===== config.mk =====
export PLATFORM = sky130hd
export DESIGN_NAME = branch_resolve
export DESIGN_NICKNAME = d
export VERILOG_FILES = /design/src/rtl/branch_resolve_pkg.sv /design/src/rtl/branch_resolve_cond.sv /design/src/rtl/branch_resolve.sv
export SDC_FILE = /design/constraint.sdc
export NUM_CORES = 1
export LEC_CHECK = 0
export CORE_MARGIN = 10
export CORE_UTILIZATION = 40
export DETAILED_ROUTE_END_ITERATION = 16
export DONT_BUFFER_PORTS = 1
export MAX_ROUTING_LAYER = met4
export PLACE_DENSITY = 0.54
export SETUP_SLACK_MARGIN = 0.3
export SLEW_MARGIN = 0
export SYNTH_ARGS = -nofsm -noshare
export SYNTH_HDL_FRONTEND = slang
export SYNTH_SLANG_ARGS = --single-unit

===== constraint.sdc =====
create_clock -name clk -period 7.97 [get_ports clk]
set_clock_uncertainty 0.15 [all_clocks]
set_input_delay 0.3985 -clock clk [delete_from_list [all_inputs] [get_ports clk]]
set_output_delay 0.3985 -clock clk [all_outputs]
set_load 0.01 [all_outputs]

===== src/rtl/branch_resolve_pkg.sv =====
// Shared encodings for the ID-stage branch resolution slice: branch types,
// comparator relation codes, FSM states and the branch target helper.
package branch_resolve_pkg;

  typedef enum logic [2:0] {
    BR_NONE = 3'd0,
    BR_BEQ  = 3'd1,
    BR_BNE  = 3'd2,
    BR_BLEZ = 3'd3,
    BR_BGTZ = 3'd4,
    BR_BLTZ = 3'd5,
    BR_BGEZ = 3'd6,
    BR_RSVD = 3'd7
  } br_type_e;

  localparam logic [1:0] PD_LT  = 2'd0;
  localparam logic [1:0] PD_EQ  = 2'd1;
  localparam logic [1:0] PD_GT  = 2'd2;
  localparam logic [1:0] PD_ILL = 2'd3;

  typedef enum logic [1:0] {
    ST_IDLE      = 2'd0,
    ST_WAIT_OPND = 2'd1,
    ST_DSLOT     = 2'd2
  } state_e;

  // Word-aligned PC-relative target: pc + 4 + sext(imm) * 4, wrapping at 2^32.
  function automatic logic [31:0] branch_target(input logic [31:0] pc,
                                                input logic [15:0] imm);
    return pc + 32'd4 + {{14{imm[15]}}, imm, 2'b00};
  endfunction

endpackage


===== src/rtl/branch_resolve_cond.sv =====
// Pure combinational branch condition evaluation from the decoded branch
// type and the comparator relation code.
module br_cond
  import branch_resolve_pkg::*;
(
  input  logic [2:0] br_type_i,
  input  logic [1:0] pd_i,
  output logic       is_br_type_o,
  output logic       cond_o,
  output logic       illegal_o
);

  logic raw_cond;

  // Decode branch type and evaluate the raw relation test.
  always_comb begin
    is_br_type_o = 1'b1;
    raw_cond     = 1'b0;
    case (br_type_e'(br_type_i))
      BR_BEQ:  raw_cond = (pd_i == PD_EQ);
      BR_BNE:  raw_cond = (pd_i != PD_EQ);
      BR_BLEZ: raw_cond = (pd_i != PD_GT);
      BR_BGTZ: raw_cond = (pd_i == PD_GT);
      BR_BLTZ: raw_cond = (pd_i == PD_LT);
      BR_BGEZ: raw_cond = (pd_i != PD_LT);
      default: begin
        is_br_type_o = 1'b0;
        raw_cond     = 1'b0;
      end
    endcase
  end

  // An illegal relation code can never produce a taken branch.
  always_comb begin
    illegal_o = (pd_i == PD_ILL);
    cond_o    = raw_cond & ~illegal_o;
  end

endmodule


===== src/rtl/branch_resolve.sv =====
// ID-stage branch resolution: taken decision, target, operand-hazard stall,
// delay-slot tracking and branch/taken performance counters.
module branch_resolve
  import branch_resolve_pkg::*;
#(
  parameter int CNT_W = 32
) (
  input  logic             clk,
  input  logic             reset,
  input  logic             id_valid,
  input  logic [2:0]       br_type,
  input  logic [1:0]       pd,
  input  logic             opnd_ready,
  input  logic             stall_in,
  input  logic [31:0]      pc_id,
  input  logic [15:0]      imm16,
  output logic             br_taken,
  output logic [31:0]      br_target,
  output logic             id_stall,
  output logic             ds_err,
  output logic [CNT_W-1:0] br_cnt,
  output logic [CNT_W-1:0] taken_cnt
);

  localparam logic [CNT_W-1:0] CNT_ONE  = {{(CNT_W-1){1'b0}}, 1'b1};
  localparam logic [CNT_W-1:0] CNT_ZERO = {CNT_W{1'b0}};

  state_e           state_q, state_d;
  logic             ds_err_q, ds_err_d;
  logic [CNT_W-1:0] br_cnt_q, br_cnt_d;
  logic [CNT_W-1:0] taken_cnt_q, taken_cnt_d;

  logic is_br_type, cond, illegal;
  logic is_br, in_dslot, resolve;

  br_cond u_br_cond (
    .br_type_i    (br_type),
    .pd_i         (pd),
    .is_br_type_o (is_br_type),
    .cond_o       (cond),
    .illegal_o    (illegal)
  );

  // A branch sitting in the delay slot is demoted to NONE, so it never resolves.
  always_comb begin
    is_br    = id_valid & is_br_type;
    in_dslot = (state_q == ST_DSLOT);
    resolve  = is_br & opnd_ready & ~stall_in & ~in_dslot;
  end

  // Mealy outputs; gated by reset so nothing escapes while the unit is held.
  always_comb begin
    br_taken  = reset & resolve & cond;
    id_stall  = reset & is_br & ~opnd_ready & ~in_dslot;
    br_target = branch_target(pc_id, imm16);
    ds_err    = ds_err_q;
    br_cnt    = br_cnt_q;
    taken_cnt = taken_cnt_q;
  end

  // Next-state logic for the resolution FSM.
  always_comb begin
    state_d = state_q;
    case (state_q)
      ST_IDLE: begin
        if (resolve) begin
          state_d = ST_DSLOT;
        end else if (is_br & ~opnd_ready) begin
          state_d = ST_WAIT_OPND;
        end else begin
          state_d = ST_IDLE;
        end
      end
      ST_WAIT_OPND: begin
        if (resolve) begin
          state_d = ST_DSLOT;
        end else if (~id_valid) begin
          state_d = ST_IDLE;
        end else begin
          state_d = ST_WAIT_OPND;
        end
      end
      ST_DSLOT: begin
        if (id_valid & ~stall_in) begin
          state_d = ST_IDLE;
        end else begin
          state_d = ST_DSLOT;
        end
      end
      default: state_d = ST_IDLE;
    endcase
  end

  // Sticky error flag and performance counters, updated only on resolve.
  always_comb begin
    ds_err_d    = ds_err_q | (in_dslot & is_br) | (resolve & illegal);
    br_cnt_d    = br_cnt_q;
    taken_cnt_d = taken_cnt_q;
    if (resolve) begin
      br_cnt_d = br_cnt_q + CNT_ONE;
      if (cond) begin
        taken_cnt_d = taken_cnt_q + CNT_ONE;
      end else begin
        taken_cnt_d = taken_cnt_q;
      end
    end else begin
      br_cnt_d    = br_cnt_q;
      taken_cnt_d = taken_cnt_q;
    end
  end

  // State and bookkeeping registers; reset drops any pending branch.
  always_ff @(posedge clk or negedge reset) begin
    if (!reset) begin
      state_q     <= ST_IDLE;
      ds_err_q    <= 1'b0;
      br_cnt_q    <= CNT_ZERO;
      taken_cnt_q <= CNT_ZERO;
    end else begin
      state_q     <= state_d;
      ds_err_q    <= ds_err_d;
      br_cnt_q    <= br_cnt_d;
      taken_cnt_q <= taken_cnt_d;
    end
  end

endmodule


==> flow_metrics.env, run 1 <==
export IMPL_outcome="finished clean"
export IMPL_drt_wl_total_um=11650
export IMPL_synth_edf_count=0
export IMPL_maxSlewHeadroom_pct=43.40
export IMPL_rsz0062_at_grt="no"
export IMPL_synthesis_nets=630
export IMPL_yosys_top_cells_area="dfrtp_1 34%, ha_1 15%, xnor2_1 11%"
export IMPL_yosys_warnings=0
export IMPL_gp_congestion=0.8236
export IMPL_synth_top_area_share_pct=34.31
export IMPL_num_vias=3706
export IMPL_ir_drop_mv=0.1669
export IMPL_grt_overflow_total=0
export IMPL_clk_pin_slew_ns=0.06
export IMPL_final_hold_violation_count=0
export IMPL_vias_per_cell=5.548
export IMPL_htree_num_levels=3
export IMPL_synth_area_per_cell_um2=9.545
export IMPL_ys_seq_area_share_pct=34.31
export IMPL_nets=634
export IMPL_initial_core_util_pct=40.69
export IMPL_core_area_um2=12010
export IMPL_finalCriticalPeriod_ns=3.987
export IMPL_path_max_fanout=4
export IMPL_place_area_um2=5011
export IMPL_postCtsSetupBuffers=0
export IMPL_grt_start_max_net_pins=68
export IMPL_die_area_um2=17040
export IMPL_ys_seq_elements=67
export IMPL_pre_cts_ws_ns=4.005
export IMPL_clock_sinks=67
export IMPL_antennaDiodeCount=0
export IMPL_postCtsHoldBufs=2
export IMPL_synth_cells=512
export IMPL_fin_ws_ns=3.983
export IMPL_p_total_uw=1096
export IMPL_dr_pass1_iters=6
export IMPL_root_buffer="clkbuf_16"
export IMPL_die_y_um=130.5
export IMPL_synthTopCellsByCount="67 x dfrtp_1, 60 x xnor2_1, 59 x ha_1"
export IMPL_cts_tree="done"
export IMPL_io_buffers=0
export IMPL_grt_pass1_wl_um=18420
export IMPL_dr_first_iter_drc_count=146
export IMPL_power_density_nw_per_um2=203.0
export IMPL_yosys_area_top_type="dfrtp_1"
export IMPL_area_growth_pct=10.45
export IMPL_row_count=40
export IMPL_yosysMostFrequentCell="dfrtp_1"
export IMPL_hold_class="in -> reg"
export IMPL_route_detailed_drc=0
export IMPL_maxSlewViolCount=0
export IMPL_wl_per_cell_um=17.44
export IMPL_synth_cell_types=56
export IMPL_antenna_found_initial=0
export IMPL_cts_buffer_depth=2
export IMPL_maxCapViolCount=0
export IMPL_grt_usage_pct=13.62
export IMPL_worst_slew_pin_slew_ns=0.8444
export IMPL_ioPinCount=157
export IMPL_timing_fmax_mhz=250.8
export IMPL_startpoint_type="primary input"
export IMPL_synth_main_ff_cell="dfrtp_1"
export IMPL_post_route_period_util_pct=50.03
export IMPL_final_fill_count=1221
export IMPL_tns_ns=0
export IMPL_endpoint_kind="output pin"
export IMPL_cts_buffers=9
export IMPL_synth_async_reset_ratio_pct=100.0
export IMPL_cp_arrival_ns=3.44
export IMPL_antenna_left=0
export IMPL_p_leak_uw=0.002590
export IMPL_drive_above_1_share_pct=6.718
export IMPL_die_x_um=130.5
export IMPL_grt_pass1_vias=3609
export IMPL_setup_viol=0
export IMPL_insertion_delay_ns=0.32
export IMPL_cts_resized=0
export IMPL_finalInstanceArea_um2=5398
export IMPL_hpwl_um=9336
export IMPL_cp_data_required_time_ns=7.42
export IMPL_synth_area_um2=4887
export IMPL_critPathKind="in -> out"
-- per-stage QoR --
stage	util [%]	std cells	hold slack [ns]
after floorplan	-	512	-0.04709
after global placement	41.72	650	-0.04479
after detailed placement	41.72	650	-0.04449
after CTS	44.94	668	0.05279
after global routing	44.94	668	0.07878
final	44.94	668	0.06440
-- final cells by class --
class	instances	area, um^2	area share (%)
Timing Repair Buffer	2	37.54	0.6954
Clock inverter	7	123.9	2.295
Multi-Input combinational cell	420	3090	57.26
Sequential cell	67	1677	31.06
Clock buffer	9	225.2	4.172
Tap cell	147	183.9	3.408
Inverter	16	60.06	1.113
-- logic make-up (layout without fill, tap and decap cells) --
family	after synthesis	in the layout	synth area share, %
AND/OR/NAND/NOR	177	177	19.36
multiplexers	3	3	0.6656
XOR/XNOR	91	91	16.31
buffers and inverters	25	34	2.458
flip-flops	67	67	34.31
AO/OA/AOI/OAI	89	89	11.39
adder cells (fa/ha/maj)	60	60	15.51
-- power by group --
part           total (uW)  switching, uW  internal [uW]
clock                 463            155            309
sequential            390           33.3            357
combinational         242            147           95.3
total                1100            335            761
-- final timing paths --
kind                       startpoint       endpoint  slack (ns)  cells past startpoint
min in group asynchronous       reset     state_q[1]        0.46                      2
min reg2reg                state_q[1]     state_q[1]        0.37                      1
min                             pd[1]         ds_err        0.06                      2
max                          pc_id[3]  br_target[31]        3.98                     11
max in group asynchronous       reset     br_cnt[29]        6.93                      2
max reg2reg                state_q[1]  taken_cnt[29]        5.35                      7
-- routing by layer --
| layer | part of all wire, % | global-route usage (%) | wire (um) |
|---|---|---|---|
| met5 | 0 | - | 0 |
| met4 | 0.76 | 3.009 | 88 |
| met3 | 9.4 | 5.721 | 1091 |
| met2 | 48 | 21.32 | 5625 |
| met1 | 42 | 16.06 | 4844 |
-- flip-flops by register name, indices dropped and copies added (netlist names) --
name	flops
br_cnt	32
taken_cnt	32
state_q	2
ds_err	1
-- worst max-delay path: stages --
cell	delay, ns
ha_1	0.27
ha_1	0.22
fa_1	0.43
a211oi_1	0.27
o21bai_1	0.17
o41a_1	0.42
a21oi_1	0.37
o311ai_1	0.21
o211ai_1	0.18
o21ai_0	0.17
xnor2_1	0.33
-- cell usage in the layout, fill, tap and decap left out, types with 3 or more instances in the layout --
| cell | count |
|---|---|
| a21oi_1 | 29 |
| nor2_1 | 34 |
| bufinv_16 | 3 |
| o211ai_1 | 4 |
| nor3_1 | 8 |
| and3_1 | 10 |
| a21o_1 | 16 |
| a31oi_1 | 4 |
| xor2_1 | 31 |
| inv_1 | 16 |
| and2b_2 | 3 |
| ha_1 | 59 |
| o31ai_1 | 3 |
| nor2b_1 | 3 |
| clkbuf_16 | 9 |
| xnor2_1 | 60 |
| nand3_1 | 33 |
| nand4_1 | 13 |
| o21ai_0 | 18 |
| dfrtp_1 | 67 |
| nand2_1 | 49 |
Power figures use the tool's default switching activity.
==> inputs of run 2 (changes only) <==
==> constraint.sdc (replaced) <==
create_clock -name clk -period 3.7 [get_ports clk]
set_clock_uncertainty 0.15 [all_clocks]
set_input_delay 0.185 -clock clk [delete_from_list [all_inputs] [get_ports clk]]
set_output_delay 0.185 -clock clk [all_outputs]
set_load 0.01 [all_outputs]
==> flow_metrics.env, run 2 (synthesized netlist as in run 1, its figures left out) <==
export IMPL_grt_pass1_vias=3713
export IMPL_worst_path_max_delay_cell="o41a_1"
export IMPL_route_detailed_drc=0
export IMPL_hold_class="in -> reg"
export IMPL_layout_commonest_cell="dfrtp_1"
export IMPL_layout_common_cells="67 x dfrtp_1, 60 x xnor2_1, 59 x ha_1"
export IMPL_cp_arrival_ns=2.89
export IMPL_root_buffer="clkbuf_16"
export IMPL_endpoint_kind="output pin"
export IMPL_core_area_um2=12010
export IMPL_drive_above_1_share_pct=7.386
export IMPL_regToRegSetupSlack_ns=1.06
export IMPL_antenna_found_initial=0
export IMPL_power_density_nw_per_um2=406.9
export IMPL_grt_start_max_net_pins=68
export IMPL_min_from="opnd_ready"
export IMPL_maxSlewHeadroom_pct=41.14
export IMPL_path_common_cell="ha_1"
export IMPL_p_total_uw=2208
export IMPL_min_path_cells=3
export IMPL_stdcell_count=675
export IMPL_insertion_delay_ns=0.32
export IMPL_clock_sinks=67
export IMPL_maxCapViolCount=0
export IMPL_worst_slew_pin_slew_ns=0.8781
export IMPL_cp_data_required_time_ns=3.37
export IMPL_nets=641
export IMPL_cts_buffers=9
export IMPL_grt_pass1_wl_um=19080
export IMPL_dr_pass1_iters=4
export IMPL_dp_cells=651
export IMPL_gp_congestion=0.8210
export IMPL_clk_pin_slew_ns=0.06
export IMPL_htree_num_levels=3
export IMPL_final_hold_violation_count=0
export IMPL_min_to="state_q[1]"
export IMPL_cts_tree="done"
export IMPL_cts_buffer_depth=2
export IMPL_initial_core_util_pct=40.69
export IMPL_grt_usage_pct=14.17
export IMPL_num_vias=3708
export IMPL_reg2regPathDepth=7
export IMPL_vias_per_cell=5.493
export IMPL_path_max_fanout=3
export IMPL_rsz0062_at_grt="no"
export IMPL_die_x_um=130.5
export IMPL_final_fill_count=1196
export IMPL_r2r_start="state_q[1]"
export IMPL_ir_drop_mv=0.2014
export IMPL_finalInstanceArea_um2=5425
export IMPL_antenna_left=0
export IMPL_setup_viol=0
export IMPL_crit_path_cell_trace="ha_1, ha_1, fa_2, a211oi_2, o21bai_2, o41a_1, a21oi_2, o311ai_1, o211ai_1, o21ai_0, xnor2_1"
export IMPL_antennaDiodeCount=0
export IMPL_postCtsSetupBuffers=0
export IMPL_io_buffers=0
export IMPL_die_area_um2=17040
export IMPL_hpwl_um=9401
export IMPL_pre_cts_ws_ns=0.2615
export IMPL_maxSlewViolCount=0
export IMPL_die_y_um=130.5
export IMPL_post_route_period_util_pct=87.23
export IMPL_grt_overflow_total=0
export IMPL_dr_first_iter_drc_count=207
export IMPL_area_growth_pct=11.01
export IMPL_place_area_um2=5019
export IMPL_wl_per_cell_um=17.62
export IMPL_row_count=40
export IMPL_timing_fmax_mhz=309.8
export IMPL_finalCriticalPeriod_ns=3.228
export IMPL_fin_ws_ns=0.4724
export IMPL_critPathKind="in -> out"
export IMPL_drt_wl_total_um=11900
export IMPL_tns_ns=0
export IMPL_r2r_end="taken_cnt[25]"
export IMPL_startpoint_type="primary input"
export IMPL_p_leak_uw=0.002599
export IMPL_outcome="finished clean"
export IMPL_ioPinCount=157
export IMPL_cp_slowest_stage_delay_ns=0.43
run 2: worst max-delay path, delay by kind of cell:
family | cells | cell delay, ns
fa+ha+maj | 3 | 0.88
xor+xnor | 1 | 0.32
compound gates | 7 | 1.51
run 2: layout make-up:
type	count	area [um^2]	area share [%]
multi-input cells	420	3113	57.38
clock inverters	5	53.80	0.9917
clock buffers	11	232.7	4.290
repair buffers	9	105.1	1.937
flip-flops and latches	67	1677	30.90
inverters	16	60.06	1.107
well taps	147	183.9	3.390
run 2: metrics by stage:
| stage | utilization, % | hold WS (ns) |
|---|---|---|
| after floorplan | - | -0.2606 |
| after global placement | 41.78 | -0.2582 |
| after detailed placement | 41.78 | -0.2582 |
| after CTS | 45.11 | 0.08853 |
| after global routing | 45.17 | 0.1028 |
| final | 45.17 | 0.1004 |
run 2: where the power goes:
group,leakage (uW),switching [uW],internal (uW)
combinational,0.00157,321,215
clock,0.000143,311,520
sequential,0.000889,71.5,769
run 2: repair_timing:
action,in CTS,in global routing
endpoints found under the hold margin,70,0
setup endpoints to repair,2,4
pin swaps,1,1
gates resized for setup,3,2
hold buffers,8,0
run 2: worst max-delay path by stage:
stage                  start            end  slack, ns  depth (start not counted)
floorplan           pc_id[3]  br_target[29]       0.56                         11
global placement    pc_id[3]  br_target[25]       0.33                         11
detailed placement  pc_id[3]  br_target[25]       0.26                         11
CTS                 pc_id[3]  br_target[31]       0.34                         11
global route        pc_id[3]  br_target[25]       0.32                         11
finish              pc_id[3]  br_target[31]       0.47                         11
run 2: per-layer routing:
| metal | vias to the layer above | wire, um | track usage [%] |
|---|---|---|---|
| li1 | 1849 | - | - |
| met1 | 1759 | 4915 | 16.58 |
| met2 | 93 | 5742 | 22.00 |
| met3 | 7 | 1172 | 6.245 |
| met4 | 0 | 65 | 3.336 |
| met5 | - | 0 | - |
